===== config.mk =====
export PLATFORM = sky130hd
export DESIGN_NAME = elevator_ctrl_n
export DESIGN_NICKNAME = d
export VERILOG_FILES = /design/src/rtl/elevator_ctrl_n.sv
export SDC_FILE = /design/constraint.sdc
export NUM_CORES = 1
export LEC_CHECK = 0
export BUFFER_PORTS_ARGS = -buffer_cell sky130_fd_sc_hd__buf_2
export CAP_MARGIN = 20
export CORE_ASPECT_RATIO = 1.1
export CORE_MARGIN = 2
export CORE_UTILIZATION = 48
export CTS_CLUSTER_SIZE = 10
export DETAILED_ROUTE_END_ITERATION = 6
export PLACE_DENSITY = 0.73
export SYNTH_ARGS = -nofsm -noshare
export SYNTH_HDL_FRONTEND = slang
export SYNTH_SLANG_ARGS = --single-unit

===== constraint.sdc =====
create_clock -name clk -period 1.8 [get_ports clk]
set_input_delay 0.09 -clock clk [delete_from_list [all_inputs] [get_ports clk]]
set_output_delay 0.09 -clock clk [all_outputs]
set_load 0.005 [all_outputs]

===== src/rtl/elevator_ctrl_n.sv =====
// rtl/elevator_ctrl_n.sv - N-floor elevator car controller: call latching, SCAN direction choice, timed door sequence
module elevator_ctrl_n #(
    parameter int NUM_FLOORS       = 4,
    parameter int FLOOR_W          = $clog2(NUM_FLOORS),
    parameter int DOOR_OPEN_CYCLES = 10,
    parameter int TIMER_W          = 8
) (
    input  logic                  clk,
    input  logic                  rst,
    input  logic [NUM_FLOORS-1:0] hall_req,
    input  logic [NUM_FLOORS-1:0] cab_req,
    input  logic                  door_open_req,
    input  logic                  door_close_req,
    input  logic                  at_floor,
    input  logic [FLOOR_W-1:0]    floor_sensor,
    output logic                  cmd_door_open,
    output logic                  cmd_door_close,
    output logic                  cmd_car_up,
    output logic                  cmd_car_down,
    output logic [FLOOR_W-1:0]    cur_floor,
    output logic [NUM_FLOORS-1:0] pending,
    output logic                  dir_up
);

    typedef enum logic [2:0] {
        IDLE, MOVE_UP, MOVE_DOWN, DOOR_OPEN, DOOR_HOLD, DOOR_CLOSE
    } state_t;

    state_t                state_q, state_d;
    logic [NUM_FLOORS-1:0] pending_q, pending_d;
    logic [FLOOR_W-1:0]    cur_floor_q, cur_floor_d;
    logic                  dir_up_q, dir_up_d;
    logic [TIMER_W-1:0]    timer_q, timer_d;
    logic                  cmd_open_q, cmd_close_q, cmd_up_q, cmd_down_q;

    logic above, below, sensor_call, cur_call, sensor_ok, door_is_open;

    always_comb begin
        above       = 1'b0;
        below       = 1'b0;
        sensor_call = 1'b0;
        cur_call    = 1'b0;
        for (int i = 0; i < NUM_FLOORS; i++) begin
            if (pending_q[i] && (i > int'(cur_floor_q)))  above       = 1'b1;
            if (pending_q[i] && (i < int'(cur_floor_q)))  below       = 1'b1;
            if (pending_q[i] && (i == int'(floor_sensor))) sensor_call = 1'b1;
            if (pending_q[i] && (i == int'(cur_floor_q)))  cur_call    = 1'b1;
        end
    end

    // Sensor values beyond the last landing are treated as "not at a floor".
    assign sensor_ok    = at_floor && (int'(floor_sensor) < NUM_FLOORS);
    assign door_is_open = (state_q == DOOR_OPEN) || (state_q == DOOR_HOLD);

    always_comb begin
        state_d     = state_q;
        dir_up_d    = dir_up_q;
        timer_d     = timer_q;
        cur_floor_d = sensor_ok ? floor_sensor : cur_floor_q;
        pending_d   = pending_q | hall_req | cab_req;
        // A call for the landing whose door is open is served, not latched.
        if (door_is_open) pending_d[cur_floor_q] = 1'b0;

        case (state_q)
            IDLE: begin
                if (door_open_req || cur_call) begin
                    state_d = DOOR_OPEN;
                end else if (above && (dir_up_q || !below)) begin
                    state_d  = MOVE_UP;
                    dir_up_d = 1'b1;
                end else if (below) begin
                    state_d  = MOVE_DOWN;
                    dir_up_d = 1'b0;
                end
            end
            MOVE_UP: begin
                if (sensor_ok && (sensor_call || (int'(floor_sensor) == NUM_FLOORS - 1)))
                    state_d = DOOR_OPEN;
            end
            MOVE_DOWN: begin
                if (sensor_ok && (sensor_call || (floor_sensor == '0)))
                    state_d = DOOR_OPEN;
            end
            DOOR_OPEN: begin
                if (!door_open_req) begin
                    state_d = DOOR_HOLD;
                    timer_d = TIMER_W'(DOOR_OPEN_CYCLES);
                end
            end
            DOOR_HOLD: begin
                if (door_open_req)
                    state_d = DOOR_OPEN;
                else if (door_close_req || (timer_q == TIMER_W'(1)))
                    state_d = DOOR_CLOSE;
                else
                    timer_d = timer_q - TIMER_W'(1);
            end
            DOOR_CLOSE: state_d = IDLE;
            default:    state_d = IDLE;
        endcase
    end

    always_ff @(posedge clk) begin
        if (!rst) begin
            state_q     <= IDLE;
            pending_q   <= '0;
            cur_floor_q <= '0;
            dir_up_q    <= 1'b1;
            timer_q     <= '0;
            cmd_open_q  <= 1'b0;
            cmd_close_q <= 1'b1;
            cmd_up_q    <= 1'b0;
            cmd_down_q  <= 1'b0;
        end else begin
            state_q     <= state_d;
            pending_q   <= pending_d;
            cur_floor_q <= cur_floor_d;
            dir_up_q    <= dir_up_d;
            timer_q     <= timer_d;
            cmd_open_q  <= (state_d == DOOR_OPEN) || (state_d == DOOR_HOLD);
            cmd_close_q <= (state_d == IDLE) || (state_d == DOOR_CLOSE);
            cmd_up_q    <= (state_d == MOVE_UP);
            cmd_down_q  <= (state_d == MOVE_DOWN);
        end
    end

    assign cmd_door_open  = cmd_open_q;
    assign cmd_door_close = cmd_close_q;
    assign cmd_car_up     = cmd_up_q;
    assign cmd_car_down   = cmd_down_q;
    assign cur_floor      = cur_floor_q;
    assign pending        = pending_q;
    assign dir_up         = dir_up_q;

endmodule

==> impl_metrics.toml, run 1 <==
[clock_network]
insertion_delay_ns = 0.30
ctsHoldBuffers = 0
cts-buffers-inserted = 3
cts_tree = "yes"
clock_sinks = 22
htreeDepth = 1
clock_path_buffers = 2
clk_pin_slew_worst_paths_ns = 0.13
root_buffer = "clkbuf_4"

[timing]
clock-skew-final_ns = 0.00536
relSlewSlack = 0.686
hold_ws_ns = 0.0478
tns_ns = -0.145
maxSlewViolCount = 0
fin_crit_ns = 1.89
rsz0062_at_grt = "yes"
finalSetupViolCount = 3
worst_pin_slew_ns = 0.468
finalHoldViolCount = 0
fin_ws_ns = -0.0862
fmax_mhz = 530
timing.final.crit_share = 1.05

[worst_setup_path]
crit_type = "flip-flop to flip-flop"
timing.rr.end = "dir_up"
r2r_slack_ns = -0.09
rr_startpoint = "cur_floor[0]"
endpoint_kind = "flip-flop"
crit_start = "cur_floor[0]"
cp-start-kind = "flip-flop"
endpoint = "dir_up"
required_ns = 2.01
reg2reg_depth = 5
cp_max_fo = 5
cp_data_arrival_time_ns = 2.10

[global_route]
overflow = 0
grt_usage = 0.213
grt_max_degree = 13
busiest_layer = "met2"
grt_use_met2 = 0.354
antenna_found_initial = 0
grt_pass1_vias = 1142
grt_pass1_wl_um = 4860
grt_util_met1 = 0.268
grtUsageMet3 = 0.0393

[placed_design]
dp_cells = 204
placed_cell_area_um2 = 1500
hpwl_um = 2200
dp_slack_ns = -0.0804
place_congestion = 0.811
portBuffers = 25

[finish]
nets = 196
drive_gt1_frac = 0.365
diodes = 0
final_util = 0.635
layout-area-overhead-vs-synth_pct = 27.4
fin_area_um2 = 1570
fin_cells = 209
regArea_um2 = 447
n_fill_cell = 227
multiInputGateArea_um2 = 772

[detailed_routing]
wl_per_cell_um = 14.4
firstDrtPassIters = 4
drt_iter0_drc = 32
postRouteWirelength_um = 3010
vias = 1229
drc_errors = 0
ant_nets = 0
vias_per_cell = 5.88

[status]
violations = "negative setup slack"
status = "finished, violations left"

[hold_path]
hp-class = "primary input to flip-flop"

[synthesis]
seq_area_frac_synth = 0.358
syn_avg_cell_area_um2 = 8.99
synthArstFlopShare = 0
post_synth_inst_count = 137
synth_warnings = 0
syn-num-nets = 154
synth-edff-count = 0
synthFlopType = "dfxtp_1"
syn-cell-area_um2 = 1230
yosysUniqueCellTypes = 48
ys_ff_latch = 22

[power_and_ir_drop]
ir_worst_vdd_v = 0.000537
power.density_nw_per_um2 = 869
power_mw = 1.36
p_leak_nw = 0.660

[floorplanning]
ioPinCount = 26
die_h_um = 57.1
dieArea_um2 = 2990
start_util = 0.498
fp.dieW_um = 52.3
rows = 19
fp.coreArea_um2 = 2470

[run]
maxCapViolations = 0
-- layer usage --
metal / up-vias / share of wire
met4: 0 / 0.0083
met2: 36 / 0.49
met1: 594 / 0.46
met5: - / 0
met3: 4 / 0.041
li1: 595 / -
-- critical path: stages (launching register included) --
cell	delay [ns]
dfxtp_4	0.37
mux4_2	0.48
or2_4	0.27
o31a_1	0.24
o32a_1	0.30
nand2b_4	0.14
-- cells by family (layout without fill, tap and decap cells) --
kind of cell               after synthesis  after routing  share of synthesized area
muxes                                    5              5                     0.0508
DFF                                     22             22                      0.358
xor gates and xnor gates                 5              5                     0.0356
and+or+nand+nor                         48             48                      0.229
buffers and inverters                   11             52                     0.0345
AOI/OAI and AO/OA                       44             44                      0.272
adders and majority gates                2              2                     0.0203
-- state kept, by name, indices dropped and copies added, names as in the netlist --
register and flops:
timer_q 8, pending 4, cmd_door_open 1, cmd_car_up 1, cur_floor 2, dir_up 1, state_q 3, cmd_door_close 1
cmd_car_down 1
-- synth_stat cells (2+ instances only) --
cell type / number / area [um^2]
a211oi_1: 3 / 22.5
a21oi_1: 6 / 30.0
a31oi_1: 2 / 12.5
clkbuf_1: 4 / 15.0
dfxtp_1: 22 / 440
ha_1: 2 / 25.0
inv_1: 6 / 22.5
mux2i_1: 4 / 40.0
nand2_1: 3 / 11.3
nand2b_1: 2 / 12.5
nand3b_1: 2 / 15.0
nor2_1: 17 / 63.8
nor2b_1: 2 / 12.5
nor3_1: 6 / 30.0
nor3b_1: 4 / 30.0
nor4_1: 2 / 12.5
o2111ai_1: 3 / 26.3
o211a_1: 2 / 20.0
o211ai_1: 2 / 15.0
o21a_1: 3 / 22.5
o21ai_0: 6 / 30.0
o31ai_1: 4 / 30.0
or3_1: 2 / 12.5
xnor2_1: 2 / 17.5
xor2_1: 3 / 26.3
-- cell type report --
cell class,count,share of cell area
Sequential cell,22,0.285
Clock buffer,4,0.0231
Multi-Input combinational cell,104,0.492
Tap cell,31,0.0247
Timing Repair Buffer,42,0.161
Inverter,6,0.0144
-- worst min-delay path by stage --
stage / from / end / slack (ns) / cells past startpoint
final: cab_req[3] / pending[3] / 0.05 / 3
after detailed placement: cab_req[0] / pending[0] / 0.37 / 3
after floorplan: door_open_req / state_q[2] / 0.17 / 1
after global routing: cab_req[0] / pending[0] / 0.05 / 3
after global placement: cab_req[0] / pending[0] / 0.36 / 3
after CTS: cab_req[0] / pending[0] / 0.04 / 3
-- where the power goes --
group          switching (mW)  internal, mW  total, mW
sequential             0.0429         0.552      0.595
clock                   0.150         0.123      0.273
combinational           0.256         0.239      0.495
total                   0.449         0.914       1.36
-- what timing repair did --
action / 4_1_cts / 5_1_grt
gates resized for setup: 0 / 6
endpoints found under the setup margin: 6 / 15
setup buffers: 0 / 1
pin swaps: 1 / 1
-- placed cells by master, fill, tap and decap left out, types with 3 or more instances in the layout --
master and instances:
dfxtp_1 19, o31ai_1 4, o2111ai_1 3, buf_4 17, inv_1 6, clkbuf_4 3
nand2_1 3, a21oi_1 6, o21a_1 3, mux2i_1 4, buf_2 25, o21ai_0 6
nor3b_1 4, xor2_1 3, nor2_1 17, nor3_1 6
No activity file was read; power rests on OpenSTA's default activity.
==> run 2, diff against run 1 <==
--- a/config.mk
+++ b/config.mk
@@ -8,7 +8,6 @@
 export BUFFER_PORTS_ARGS = -buffer_cell sky130_fd_sc_hd__buf_2
 export CAP_MARGIN = 20
 export CORE_ASPECT_RATIO = 1.1
-export CORE_MARGIN = 2
 export CORE_UTILIZATION = 48
 export CTS_CLUSTER_SIZE = 10
 export DETAILED_ROUTE_END_ITERATION = 6
==> run 2 against run 1 <==
The flow still finishes with violations (negative setup slack); combinational power down 1%; sequential share of layout area down 0.32 points; cell area up 0.56%; critical path type unchanged; highest routed layer unchanged; hold slack worse by 0.021 ns; fmax up 0.87%; largest cell class unchanged; critical path depth unchanged; register-to-register slack better by 0.02 ns.
==> impl_metrics.toml, run 2 (synthesized netlist as in run 1, its figures left out) <==
[clock_network]
ctsHoldBuffers = 0
clk_pin_slew_worst_paths_ns = 0.13
insertion_delay_ns = 0.31
post_cts_buffers = 0
cts-buffers-inserted = 3
clock_path_buffers = 2
root_buffer = "clkbuf_4"
clock_sinks = 22
cts_tree = "yes"
htreeDepth = 1

[worst_setup_path]
crit_type = "flip-flop to flip-flop"
required_ns = 2.02
rr_startpoint = "cur_floor[0]"
max_stage_delay_ns = 0.48
path_delay_family = "compound AO/OA/AOI/OAI gates"
cp_slowest_cell = "mux4_2"
path_cells = "mux4_2 > or2_4 > o31a_1 > o32a_1 > nand2b_4"
timing.rr.end = "dir_up"
cp_max_fo = 5
endpoint_kind = "flip-flop"
r2r_slack_ns = -0.07
reg2reg_depth = 5
worst-path-buf-inv = 0
cp.depth = 5
cp_data_arrival_time_ns = 2.09
cp-start-kind = "flip-flop"

[timing]
fin_ws_ns = -0.0701
timing.final.crit_share = 1.04
fmax_mhz = 535
maxSlewViolCount = 0
finalHoldViolCount = 0
tns_ns = -0.0717
clock-skew-final_ns = 0.00875
rsz0062_at_grt = "yes"
fin_crit_ns = 1.87
finalSetupViolCount = 2
worst_pin_slew_ns = 0.471
relSlewSlack = 0.684

[finish]
fin_area_um2 = 1580
fin_cells = 207
layout_commonest_cell = "buf_2"
drive_gt1_frac = 0.356
n_fill_cell = 225
diodes = 0
final_cell_mix = "buf_2, dfxtp_1, nor2_1"
largest_reg_flops = 8
regMostFlops = "timer_q"
nets = 195
layout-area-overhead-vs-synth_pct = 28.2

[power_and_ir_drop]
ir_worst_vdd_v = 0.000699
power_mw = 1.46
p_leak_nw = 0.661
power.density_nw_per_um2 = 928

[detailed_routing]
vias = 1181
drc_errors = 0
postRouteWirelength_um = 3040
vias_per_cell = 5.71
ant_nets = 0
wl_per_cell_um = 14.7
drt_iter0_drc = 29
firstDrtPassIters = 4

[global_route]
overflow = 0
grt_pass1_vias = 1097
grt_pass1_wl_um = 4870
grt_max_degree = 14
antenna_found_initial = 0
grt_usage = 0.238

[hold_path]
hold_end = "pending[3]"
hp-class = "primary input to flip-flop"
holdCritStartpoint = "cab_req[3]"
hold_depth = 3

[floorplanning]
fp.dieW_um = 50.3
start_util = 0.526
die_h_um = 55.1
rows = 18
ioPinCount = 26
fp.coreArea_um2 = 2340
dieArea_um2 = 2770

[status]
status = "finished, violations left"
violations = "negative setup slack"

[placed_design]
dp_cells = 203
portBuffers = 25
placed_cell_area_um2 = 1500
hpwl_um = 2310
place_congestion = 0.842

[run]
maxCapViolations = 0
-- run 2: cell count changes in the layout (fill, tap and decap cells not counted) --
cell and delta:
nor3_2 +2, o221ai_1 +1, buf_4 -1, o221ai_2 -1, dfxtp_1 +2, nor3_1 -2, dfxtp_2 -2, bufinv_16 +1
clkbuf_8 -1
-- run 2: worst max path at each step --
stage | startpoint | to | slack [ns]
after floorplan | cur_floor[0] | dir_up | -0.06
after global placement | cur_floor[0] | dir_up | -0.05
after detailed placement | cur_floor[0] | cmd_car_down | -0.08
after CTS | cur_floor[0] | dir_up | -0.07
after global routing | cur_floor[0] | dir_up | -0.11
final | cur_floor[0] | dir_up | -0.07
-- run 2: power breakdown --
group	switching (mW)	internal [mW]	total [mW]
combinational	0.255	0.233	0.488
sequential	0.0432	0.550	0.594
clock	0.158	0.225	0.383
total	0.456	1.01	1.46
-- run 2: worst min-delay path, stage by stage --
cell and delay [ns]:
buf_2 0.08, o31ai_1 0.05, a21oi_1 0.10
-- run 2: metal layers --
metal | GRT usage | vias to the layer above | share of wire
li1 | - | 591 | -
met1 | 0.267 | 551 | 0.41
met2 | 0.462 | 35 | 0.54
met3 | 0.0273 | 4 | 0.039
met4 | 0.102 | 0 | 0.0076
met5 | 0 | - | 0
-- run 2: area by class of cell --
cell class / instances / area [um^2] / area share
multi-input cells: 104 / 776 / 0.492
flip-flops and latches: 22 / 444 / 0.282
repair buffers: 41 / 245 / 0.155
well taps: 30 / 37.5 / 0.0238
clock inverters: 1 / 30.0 / 0.0190
clock buffers: 3 / 22.5 / 0.0143
inverters: 6 / 22.5 / 0.0143
-- run 2: metrics by stage --
step                setup WS (ns)  hold slack (ns)  utilization
floorplan                 -0.0636            0.169            -
global placement          -0.0451            0.348        0.639
detailed placement        -0.0771            0.353        0.639
CTS                       -0.0665           0.0205        0.664
global route               -0.110           0.0299        0.674
finish                    -0.0701           0.0267        0.674
-- run 2: what timing repair did --
action,4_1_cts,5_1_grt
resized for setup,1,4
setup endpoints to repair,6,9
cloned,0,0
pin swaps,1,1
==> run 3, diff against run 2 <==
--- a/config.mk
+++ b/config.mk
@@ -8,10 +8,11 @@
 export BUFFER_PORTS_ARGS = -buffer_cell sky130_fd_sc_hd__buf_2
 export CAP_MARGIN = 20
 export CORE_ASPECT_RATIO = 1.1
-export CORE_UTILIZATION = 48
+export CORE_UTILIZATION = 47
 export CTS_CLUSTER_SIZE = 10
 export DETAILED_ROUTE_END_ITERATION = 6
-export PLACE_DENSITY = 0.73
+export PLACE_DENSITY = 0.72
+export SLEW_MARGIN = 20
 export SYNTH_ARGS = -nofsm -noshare
 export SYNTH_HDL_FRONTEND = slang
 export SYNTH_SLANG_ARGS = --single-unit
==> run 3 against run 2 <==
The flow still finishes with violations (negative setup slack); routed wire length rose by 2.8%; hold slack got worse by 0.0070 ns; sequential power grew 2%; clock skew fell by 0.0042 ns; non-clock buffer count decreased by 1; fmax down 0.47%; critical path depth stayed put; combinational power fell by 4%; largest power group unchanged; highest routed layer unchanged.
==> impl_metrics.toml, run 3 (synthesized netlist as in run 1, its figures left out) <==
[status]
status = "finished, violations left"
violations = "negative setup slack"

[global_route]
grt_max_degree = 13
grt_pass1_wl_um = 5070
overflow = 0
grt_usage = 0.239
grt_pass1_vias = 1142
antenna_found_initial = 0

[floorplanning]
die_h_um = 55.7
fp.coreArea_um2 = 2500
ioPinCount = 26
fp.dieW_um = 50.8
start_util = 0.493
dieArea_um2 = 2830
rows = 19

[detailed_routing]
vias = 1231
drt_iter0_drc = 39
vias_per_cell = 5.95
drc_errors = 0
postRouteWirelength_um = 3120
ant_nets = 0
firstDrtPassIters = 4
wl_per_cell_um = 15.1

[timing]
rsz0062_at_grt = "yes"
fin_ws_ns = -0.0789
clock-skew-final_ns = 0.00454
worst_pin_slew_ns = 0.484
finalHoldViolCount = 0
relSlewSlack = 0.675
timing.final.crit_share = 1.04
maxSlewViolCount = 0
fmax_mhz = 532
finalSetupViolCount = 4
fin_crit_ns = 1.88

[finish]
layout-area-overhead-vs-synth_pct = 25.6
regMostFlops = "timer_q"
n_fill_cell = 215
nets = 194
multiInputGateArea_um2 = 766
layout_commonest_cell = "buf_2"
diodes = 0
largest_reg_flops = 8
final_cell_mix = "buf_2, dfxtp_1, nor2_1"
regArea_um2 = 445
drive_gt1_frac = 0.347

[power_and_ir_drop]
clockPowerShare = 0.212
p_leak_nw = 0.648
p_int_uw = 901
power.share.combinational = 0.344
power_mw = 1.36
switchingPower_uw = 460
power.density_nw_per_um2 = 880
p_seq_frac = 0.444
ir_worst_vdd_v = 0.000587
switching_share = 0.338

[worst_setup_path]
endpoint = "dir_up"
cp_data_arrival_time_ns = 2.11
r2r_slack_ns = -0.08
cp-start-kind = "flip-flop"
cp_max_fo = 5
crit_start = "cur_floor[0]"
timing.rr.end = "dir_up"
endpoint_kind = "flip-flop"
crit_type = "flip-flop to flip-flop"
required_ns = 2.03
reg2reg_depth = 5
rr_startpoint = "cur_floor[0]"

[clock_network]
post_cts_buffers = 0
ctsHoldBuffers = 0
cts_tree = "yes"
clock_path_buffers = 2
insertion_delay_ns = 0.32
clock_sinks = 22
cts-buffers-inserted = 3
htreeDepth = 1
root_buffer = "clkbuf_4"
clk_pin_slew_worst_paths_ns = 0.13

[placed_design]
place_congestion = 0.815
portBuffers = 25
hpwl_um = 2290
dp_slack_ns = -0.0812

[run]
maxCapViolations = 0

[hold_path]
hp-class = "primary input to flip-flop"
run 3: final cells by class:
| class | count | share of cell area |
|---|---|---|
| inverters | 6 | 0.0146 |
| flip-flops and latches | 22 | 0.288 |
| repair buffers | 40 | 0.154 |
| well taps | 31 | 0.0251 |
| multi-input cells | 104 | 0.495 |
| clock buffers | 4 | 0.0235 |
run 3: critical path, stage by stage, from the launching register on:
cell and delay (ns):
dfxtp_4 0.37, mux4_2 0.49, or2_4 0.27, o31a_1 0.23, o32a_1 0.29, nand2b_4 0.13
run 3: worst min path at each step:
stage	from	to	slack, ns	cells past startpoint
global placement	cab_req[2]	pending[2]	0.35	3
global route	cab_req[0]	pending[0]	0.05	3
detailed placement	cab_req[1]	pending[1]	0.36	3
floorplan	door_open_req	state_q[2]	0.17	1
CTS	cab_req[0]	pending[0]	0.02	3
finish	cab_req[1]	pending[1]	0.02	3
run 3: stage by stage:
step / cells / area, um^2 / hold slack (ns) / util / setup TNS [ns]
finish: 207 / 1550 / 0.0197 / 0.620 / -0.171
global route: 207 / 1550 / 0.0461 / 0.620 / -0.585
CTS: 207 / 1530 / 0.0220 / 0.615 / -0.240
detailed placement: 203 / 1490 / 0.358 / 0.597 / -0.298
global placement: 203 / 1490 / 0.350 / 0.597 / -0.0350
floorplan: 137 / 1240 / 0.169 / - / -0.0636
run 3: power groups by stage:
| stage | combinational [mW] | clock [mW] | sequential, mW |
|---|---|---|---|
| after global routing | 0.510 | 0.307 | 0.614 |
| after detailed placement | 0.453 | 0 | 0.611 |
| after global placement | 0.443 | 0 | 0.607 |
| after CTS | 0.462 | 0.289 | 0.600 |
| final | 0.469 | 0.288 | 0.604 |
| after floorplan | 0.303 | 0 | 0.604 |
run 3: what timing repair did:
action / CTS / global route
gates cloned: 0 / 0
pin swaps: 1 / 0
endpoints found under the setup margin: 7 / 11
gates resized for setup: 1 / 4
run 3: per-layer routing:
layer	share of wire	global-route usage	routed length (um)
met1	0.45	0.288	1400
met2	0.48	0.408	1510
met3	0.045	0.0246	140
met4	0.022	0.131	69
met5	0	0	0
